===== src/rtl/mc_ctrl_pkg.sv =====
// Shared encodings for the multi-cycle MIPS-subset controller: opcodes, funct codes,
// FSM state codes, datapath select encodings and the one-hot instruction classes.
package mc_ctrl_pkg;

    localparam logic [5:0] OP_RTYPE = 6'b000000;
    localparam logic [5:0] OP_J     = 6'b000010;
    localparam logic [5:0] OP_JAL   = 6'b000011;
    localparam logic [5:0] OP_BEQ   = 6'b000100;
    localparam logic [5:0] OP_ORI   = 6'b001101;
    localparam logic [5:0] OP_LUI   = 6'b001111;
    localparam logic [5:0] OP_LW    = 6'b100011;
    localparam logic [5:0] OP_SW    = 6'b101011;

    localparam logic [5:0] FN_ADDU  = 6'b100001;
    localparam logic [5:0] FN_SUBU  = 6'b100011;
    localparam logic [5:0] FN_JR    = 6'b001000;

    typedef enum logic [2:0] {
        S_FETCH  = 3'd0,
        S_DECODE = 3'd1,
        S_EXEC   = 3'd2,
        S_MEM    = 3'd3,
        S_WB     = 3'd4
    } state_t;

    localparam logic [1:0] EOP_SIGN  = 2'b00;
    localparam logic [1:0] EOP_ZERO  = 2'b01;
    localparam logic [1:0] EOP_LUI   = 2'b10;
    localparam logic [1:0] EOP_BR    = 2'b11;

    localparam logic [2:0] ALU_ADD   = 3'b000;
    localparam logic [2:0] ALU_SUB   = 3'b001;
    localparam logic [2:0] ALU_OR    = 3'b010;
    localparam logic [2:0] ALU_PASSB = 3'b011;

    localparam logic [1:0] NPC_PC4   = 2'b00;
    localparam logic [1:0] NPC_BR    = 2'b01;
    localparam logic [1:0] NPC_JUMP  = 2'b10;
    localparam logic [1:0] NPC_GPR   = 2'b11;

    localparam logic [1:0] RD_RD     = 2'b00;
    localparam logic [1:0] RD_RT     = 2'b01;
    localparam logic [1:0] RD_R31    = 2'b10;

    localparam logic [1:0] WD_ALU    = 2'b00;
    localparam logic [1:0] WD_MEM    = 2'b01;
    localparam logic [1:0] WD_PC     = 2'b10;

    localparam int CLS_W  = 11;
    localparam int C_ADDU = 0;
    localparam int C_SUBU = 1;
    localparam int C_ORI  = 2;
    localparam int C_LUI  = 3;
    localparam int C_LW   = 4;
    localparam int C_SW   = 5;
    localparam int C_BEQ  = 6;
    localparam int C_J    = 7;
    localparam int C_JAL  = 8;
    localparam int C_JR   = 9;
    localparam int C_ILL  = 10;

    typedef logic [CLS_W-1:0] cls_t;

    typedef struct packed {
        logic [1:0] eop;
        logic [2:0] aluOp;
        logic       aluSrc;
    } exec_ctl_t;

    // Datapath setup chosen in S_EXEC and kept stable through S_MEM/S_WB.
    function automatic exec_ctl_t execCtl(input cls_t cls);
        exec_ctl_t c;
        c = '{eop: EOP_SIGN, aluOp: ALU_ADD, aluSrc: 1'b0};
        if (cls[C_BEQ]) begin
            c = '{eop: EOP_BR, aluOp: ALU_SUB, aluSrc: 1'b0};
        end else if (cls[C_SUBU]) begin
            c = '{eop: EOP_SIGN, aluOp: ALU_SUB, aluSrc: 1'b0};
        end else if (cls[C_ORI]) begin
            c = '{eop: EOP_ZERO, aluOp: ALU_OR, aluSrc: 1'b1};
        end else if (cls[C_LUI]) begin
            c = '{eop: EOP_LUI, aluOp: ALU_PASSB, aluSrc: 1'b1};
        end else if (cls[C_LW] || cls[C_SW]) begin
            c = '{eop: EOP_SIGN, aluOp: ALU_ADD, aluSrc: 1'b1};
        end
        return c;
    endfunction

endpackage


===== src/rtl/mc_ctrl_dec.sv =====
// Instruction classifier: maps op/funct to a one-hot class vector.
// MC_CTRL_JAL_EN enables the jal/jr classes; without it they decode as illegal.
module mc_ctrl_dec
    import mc_ctrl_pkg::*;
(
    input  logic [5:0] i_op,
    input  logic [5:0] i_funct,
    output cls_t       o_cls
);

    always_comb begin
        o_cls = '0;
        case (i_op)
            OP_RTYPE: begin
                case (i_funct)
                    FN_ADDU: o_cls[C_ADDU] = 1'b1;
                    FN_SUBU: o_cls[C_SUBU] = 1'b1;
`ifdef MC_CTRL_JAL_EN
                    FN_JR:   o_cls[C_JR]   = 1'b1;
`else
                    FN_JR:   o_cls[C_ILL]  = 1'b1;
`endif
                    default: o_cls[C_ILL]  = 1'b1;
                endcase
            end
            OP_J:    o_cls[C_J]   = 1'b1;
`ifdef MC_CTRL_JAL_EN
            OP_JAL:  o_cls[C_JAL] = 1'b1;
`else
            OP_JAL:  o_cls[C_ILL] = 1'b1;
`endif
            OP_BEQ:  o_cls[C_BEQ] = 1'b1;
            OP_ORI:  o_cls[C_ORI] = 1'b1;
            OP_LUI:  o_cls[C_LUI] = 1'b1;
            OP_LW:   o_cls[C_LW]  = 1'b1;
            OP_SW:   o_cls[C_SW]  = 1'b1;
            default: o_cls[C_ILL] = 1'b1;
        endcase
    end

endmodule


===== src/rtl/mc_ctrl.sv =====
// Multi-cycle controller FSM (fetch/decode/exec/mem/wb) with a memory wait counter.
// Optional jal/jr support is selected by MC_CTRL_JAL_EN inside mc_ctrl_dec.
module mc_ctrl
    import mc_ctrl_pkg::*;
#(
    parameter int MEM_WAIT = 0
)
(
    input  logic       clk,
    input  logic       reset,
    input  logic [5:0] op,
    input  logic [5:0] funct,
    input  logic       zero,
    output logic       pc_wr,
    output logic       ir_wr,
    output logic       reg_wr,
    output logic       mem_wr,
    output logic [1:0] npc_op,
    output logic [1:0] eop,
    output logic [2:0] alu_op,
    output logic       alu_src,
    output logic [1:0] reg_dst,
    output logic [1:0] wd_sel,
    output logic [2:0] state,
    output logic       illegal
);

    state_t     r_state;
    state_t     w_next;
    logic [3:0] r_cnt;
    logic [3:0] w_cntNext;
    logic       w_memDone;
    cls_t       w_cls;
    exec_ctl_t  w_ctl;

    mc_ctrl_dec u_dec (
        .i_op    (op),
        .i_funct (funct),
        .o_cls   (w_cls)
    );

    assign w_ctl     = execCtl(w_cls);
    assign w_memDone = (r_cnt >= 4'(MEM_WAIT));
    assign state     = r_state;

    always_ff @(posedge clk) begin
        if (reset) begin
            r_state <= S_FETCH;
            r_cnt   <= 4'd0;
        end else begin
            r_state <= w_next;
            r_cnt   <= w_cntNext;
        end
    end

    always_comb begin
        w_next    = S_FETCH;
        w_cntNext = r_cnt;
        pc_wr     = 1'b0;
        ir_wr     = 1'b0;
        reg_wr    = 1'b0;
        mem_wr    = 1'b0;
        npc_op    = NPC_PC4;
        eop       = EOP_SIGN;
        alu_op    = ALU_ADD;
        alu_src   = 1'b0;
        reg_dst   = RD_RD;
        wd_sel    = WD_ALU;
        illegal   = 1'b0;
        case (r_state)
            S_FETCH: begin
                ir_wr  = 1'b1;
                pc_wr  = 1'b1;
                w_next = S_DECODE;
            end
            S_DECODE: begin
                eop = EOP_BR;
                if (w_cls[C_J]) begin
                    pc_wr  = 1'b1;
                    npc_op = NPC_JUMP;
                end else if (w_cls[C_JAL]) begin
                    pc_wr   = 1'b1;
                    npc_op  = NPC_JUMP;
                    reg_wr  = 1'b1;
                    reg_dst = RD_R31;
                    wd_sel  = WD_PC;
                end else if (w_cls[C_JR]) begin
                    pc_wr  = 1'b1;
                    npc_op = NPC_GPR;
                end else if (w_cls[C_ILL]) begin
                    illegal = 1'b1;
                end else begin
                    w_next = S_EXEC;
                end
            end
            S_EXEC: begin
                {eop, alu_op, alu_src} = w_ctl;
                if (w_cls[C_BEQ]) begin
                    npc_op = NPC_BR;
                    pc_wr  = zero;
                end else if (w_cls[C_LW] || w_cls[C_SW]) begin
                    w_next    = S_MEM;
                    w_cntNext = 4'd0;
                end else begin
                    w_next = S_WB;
                end
            end
            S_MEM: begin
                {eop, alu_op, alu_src} = w_ctl;
                w_cntNext = r_cnt + 4'd1;
                if (!w_memDone) begin
                    w_next = S_MEM;
                end else if (w_cls[C_SW]) begin
                    mem_wr = 1'b1;
                end else begin
                    w_next = S_WB;
                end
            end
            S_WB: begin
                {eop, alu_op, alu_src} = w_ctl;
                reg_wr  = 1'b1;
                reg_dst = (w_cls[C_ADDU] || w_cls[C_SUBU]) ? RD_RD : RD_RT;
                wd_sel  = w_cls[C_LW] ? WD_MEM : WD_ALU;
            end
            default: w_next = S_FETCH;
        endcase
        // Writes are suppressed for the whole reset cycle so an abandoned instruction never commits.
        if (reset) begin
            pc_wr   = 1'b0;
            ir_wr   = 1'b0;
            reg_wr  = 1'b0;
            mem_wr  = 1'b0;
            illegal = 1'b0;
        end
    end

endmodule

===== config.mk =====
export PLATFORM = sky130hd
export DESIGN_NAME = mc_ctrl
export DESIGN_NICKNAME = d
export VERILOG_FILES = /design/src/rtl/mc_ctrl_pkg.sv /design/src/rtl/mc_ctrl_dec.sv /design/src/rtl/mc_ctrl.sv
export SDC_FILE = /design/constraint.sdc
export NUM_CORES = 1
export LEC_CHECK = 0
export BUFFER_PORTS_ARGS = -buffer_cell sky130_fd_sc_hd__buf_2
export CAP_MARGIN = 0
export CELL_PAD_IN_SITES_DETAIL_PLACEMENT = 0
export CELL_PAD_IN_SITES_GLOBAL_PLACEMENT = 1
export CORE_MARGIN = 10
export CORE_UTILIZATION = 24
export CTS_CLUSTER_DIAMETER = 150
export DETAILED_ROUTE_END_ITERATION = 10
export PLACE_DENSITY = 0.85
export SLEW_MARGIN = 5
export SYNTH_ARGS = -nofsm -noshare
export SYNTH_HDL_FRONTEND = slang
export SYNTH_SLANG_ARGS = --single-unit

===== constraint.sdc =====
create_clock -name clk -period 2 [get_ports clk]
set_clock_uncertainty 0.05 [all_clocks]
set_input_delay 0.4 -clock clk [delete_from_list [all_inputs] [get_ports clk]]
set_output_delay 0.4 -clock clk [all_outputs]
set_load 0.005 [all_outputs]

# == Word-level counts from Yosys, hierarchy flattened ==
# Index checks and enable logic that the tools add are counted.
# classes
order_cmp,1
add_sub_neg,1
eq_ne,14
n_reduce_logical,9
mux,52
# op_table
cell,count
1-bit two-way mux,31
"6-bit == test, second input constant",4
6-bit two-way mux,4
3-bit two-way mux,5
"6-bit by 4-bit == test with 1-bit output, second input constant",2
3-bit case mux with 4 select lines,1
2-bit two-way mux,4
4-bit two-way mux,2
2-bit case mux with 2 select lines,2
4-bit case mux with 2 select lines,1
"3-bit by 2-bit == test with 1-bit output, second input constant",2
"6-bit by 2-bit == test with 1-bit output, second input constant",1
"6-bit by 3-bit == test with 1-bit output, second input constant",1
6-bit zero test,1
6-bit OR reduction,1
"4-bit by 1-bit adder with 4-bit output, second input constant",1
"4-bit by 1-bit >= comparator with 1-bit output, second input constant",1
"2-bit != test, second input constant",2
"3-bit by 1-bit == test with 1-bit output, second input constant",1
"3-bit == test, second input constant",1
3-bit zero test,1
1-bit case mux with 3 select lines,1
3-bit AND reduction,1
3-bit OR reduction,1
4 further kinds,5
# totals
in_bits,15
wordCells,79
ff_bits,7

# == Logic depth before layout (Yosys ltp) ==
# depth
depth_word,9
ltp_mapped,5

# == Cells and area by module ==
# From an unflattened synthesis, not the netlist that was laid out.
# hier_totals
hier_cells,89
area_unflattened_um2,594.3
# by_module_without_submodules
module,n_inst,area_each_um2,cells_each
mc_ctrl,1,397.9,56
mc_ctrl_dec,1,196.4,33

# == Worst setup path after synthesis ==
# OpenSTA, ideal clock, no wires.
# synth_timing
kind,input port to output port
startpoint,in op[3]
endpoint,out pc_wr
stages,5
setup_slack_ps,113
arrival_ps,1437
required_time_ps,1550
cell_sequence,clkbuf_2 or4_4 nor3_4 and3b_1 o31a_1
# synth_via
elab_chain_cells,5
elab_cells_between_ends,8
# synth_lines
element,line_no,rtl
start: declaration,mc_ctrl.sv:11,"input logic [5:0] op,"
6-bit by 3-bit == test with 1-bit output or 6-bit by 2-bit == test with 1-bit output (tied branches),mc_ctrl_dec.sv:13,case (i_op)
1-bit two-way mux,mc_ctrl_dec.sv:13,
1-bit two-way mux (on tied branches),"mc_ctrl.sv:98, mc_ctrl.sv:78",
1-bit case mux with 3 select lines *,mc_ctrl.sv:70,case (r_state)
1-bit two-way mux *,mc_ctrl.sv:128,if (reset) begin
end: declaration,mc_ctrl.sv:14,"output logic pc_wr,"
# Mark *: on every way between the ends. The rest lies on a longest branch, timed or not.

# == Worst setup path after layout ==
# layout_timing
startpoint,in op[5]
endpoint,out pc_wr
# Same word-level chain as after synthesis.

==> results_dict.tcl <==
set metrics [dict create \
    vias_per_cell 5.007 \
    seqCellArea_um2 63.81 \
    crit_path_start_kind "input pin" \
    cp.arrival_ns 1.68 \
    yosysWarnings 0 \
    fp.coreArea_mm2 0.001942 \
    leakagePower_uw 0.0004246 \
    num_antenna_cells 0 \
    timing.rr.end "state[1]$_SDFF_PP0_" \
    p_clk_share_pct 39.7 \
    insertion_delay_ns 0.24 \
    final_cell_mix "buf_2 (29), buf_4 (14), nor2_1 (11)" \
    largest_reg_flops 3 \
    fin_nets 134 \
    p_switching_uw 90.20 \
    synth_edf_count 0 \
    placement.io_buffers 31 \
    fin_area_um2 828.3 \
    finalHoldViolCount 0 \
    timing.fmax_ghz 0.4685 \
    fin_crit_sh_pct 106.7 \
    rrSetupSlack_ns 0.64 \
    finalSetupViolCount 4 \
    synth_area_per_cell_um2 6.493 \
    drc 0 \
    async_reset_ff_share_pct 0 \
    vias 726 \
    die_area_mm2 0.004191 \
    grt_pass1_vias 737 \
    setup_ws_ns -0.1345 \
    grt_usage_pct 8.917 \
    layout_commonest_cell "buf_2" \
    cts_sinks 3 \
    utilization_pct 42.65 \
    grt_max_degree 11 \
    clock_path_buffers 2 \
    grt_pass1_wl_um 3132 \
    cts-root-buf "clkbuf_4" \
    violations "negative setup slack" \
    crit_fanout 5 \
    drive_above_1_share_pct 55.93 \
    switching_share_pct 32.55 \
    cap_violations 0 \
    yosysUniqueCellTypes 30 \
    dieHeight_um 64.74 \
    cts_tree "yes" \
    p_int_uw 186.9 \
    cts_buffers 3 \
    finalPower_uw 277.1 \
    multi_input_area_um2 424.2 \
    ant_nets 0 \
    hold_start "reset" \
    whs_path_depth 2 \
    wire_per_inst_um 14.88 \
    h-tree-depth 1 \
    p_comb_share_pct 37.5 \
    grt_setup_unrepaired "true" \
    syn2layout_area_growth_pct 72.40 \
    seqPwrFrac_pct 22.8 \
    ys_ff_latch 3 \
    outcome "complete, but fails checks" \
    r2r-start "state[1]$_SDFF_PP0_" \
    first_pass_iters 4 \
    dr.first_iter.drc_count 31 \
    path_clk_slew_ns 0.04 \
    critPathKind "in2out" \
    p_per_area_mw_per_mm2 334.6 \
    die_w_um 64.74 \
    ys_seq_area_share_pct 12.50 \
    synth_flop_cell "dfxtp_1" \
    pin_count 35 \
    grt_antenna_before_repair 0 \
    rows 16 \
    wirelength_um 2157 \
    netlist_area_um2 480.5 \
    place_congestion 0.7959 \
    start_util_pct 24.74 \
    whs_endpoint "state[0]$_SDFF_PP0_" \
    post_dp_cell_area_um2 700.7 \
    place_hpwl_um 1522 \
    cp.required_ns 1.55 \
    preCtsSetupSlack_ns -0.1298 \
    grt_overflow 0 \
    worstSetupEndpointType "output pin" \
    nFillCells 205 \
    hold_class "in2reg" \
    r2r_cells 4 \
    drv_slew 0 \
    ir_drop_uv 165.7 \
    syn_inst 74 \
    period_minus_slack_ns 2.135 \
]
==> per-layer routing <==
| metal | GRT usage, % | vias up | wire (µm) |
|---|---|---|---|
| li1 | - | 356 | - |
| met1 | 8.607 | 345 | 798 |
| met2 | 17.24 | 20 | 1244 |
| met3 | 2.405 | 5 | 85 |
| met4 | 3.743 | 0 | 29 |
| met5 | 0 | - | 0 |
==> power by group through the flow <==
stage                     Combinational, µW  Clock [µW]  Sequential (µW)
after floorplan                        45.6           0             66.7
after global routing                    114         116             63.4
after global placement                 85.9           0             64.5
after detailed placement               87.3           0             64.6
after CTS                              92.9         112             63.8
final                                   104         110             63.3
==> repair_timing <==
item | 4_1_cts | 5_1_grt
cloned | 0 | 0
buffers inserted | 2 | 3
pin swaps | 2 | 6
resized for setup | 3 | 12
hold buffers | 0 | 0
setup endpoints to repair | 5 | 8
==> area by class of cell <==
type                       instances  area share [%]
multi-input combinational         64           51.21
timing repair buffer              45           32.93
sequential                         3           7.704
tap                               27           4.079
clock buffer                       4           3.172
inverter                           2          0.9063
==> cells in the mapped netlist (3+ instances only) <==
cell type / n / area share, %
buf_4: 4 / 6.3
nor4_1: 3 / 3.9
a21oi_1: 4 / 4.2
o22ai_1: 3 / 3.9
nand2_1: 7 / 5.5
nor3_1: 7 / 7.3
dfxtp_1: 3 / 13
a31oi_1: 3 / 3.9
or2_2: 3 / 3.9
nor2_1: 12 / 9.4
==> critical path, cell delays in order <==
cell and delay, ns:
buf_6 0.09, or4_4 0.54, nor3_4 0.23, and3b_1 0.20, o31a_1 0.11, buf_2 0.11
==> worst max-delay path by stage <==
stage          endpoint  slack [ns]  cells past startpoint  start
2_1_floorplan     pc_wr        0.11                      5  op[3]
3_3_place_gp      pc_wr       -0.12                      6  op[5]
3_5_place_dp      pc_wr       -0.13                      6  op[5]
4_1_cts           pc_wr       -0.09                      6  op[5]
5_1_grt           pc_wr       -0.18                      6  op[5]
6_report          pc_wr       -0.13                      6  op[5]
==> metrics by stage <==
| stage | hold WS (ns) | cells | TNS [ns] |
|---|---|---|---|
| global route | 0.4343 | 145 | -0.6743 |
| detailed placement | 0.4929 | 136 | -0.2417 |
| global placement | 0.4859 | 136 | -0.2435 |
| finish | 0.4073 | 145 | -0.4128 |
| floorplan | 0.4723 | 76 | 0 |
| CTS | 0.3915 | 142 | -0.1502 |
==> cells by family after synthesis <==
kind of cell / after synthesis / synth area share [%]
simple gates: 45 / 52.09
other cells: 1 / 0.7805
compound gates: 16 / 23.96
flops: 3 / 12.50
buf+inv: 9 / 10.68
Power figures use the tool's default switching activity.
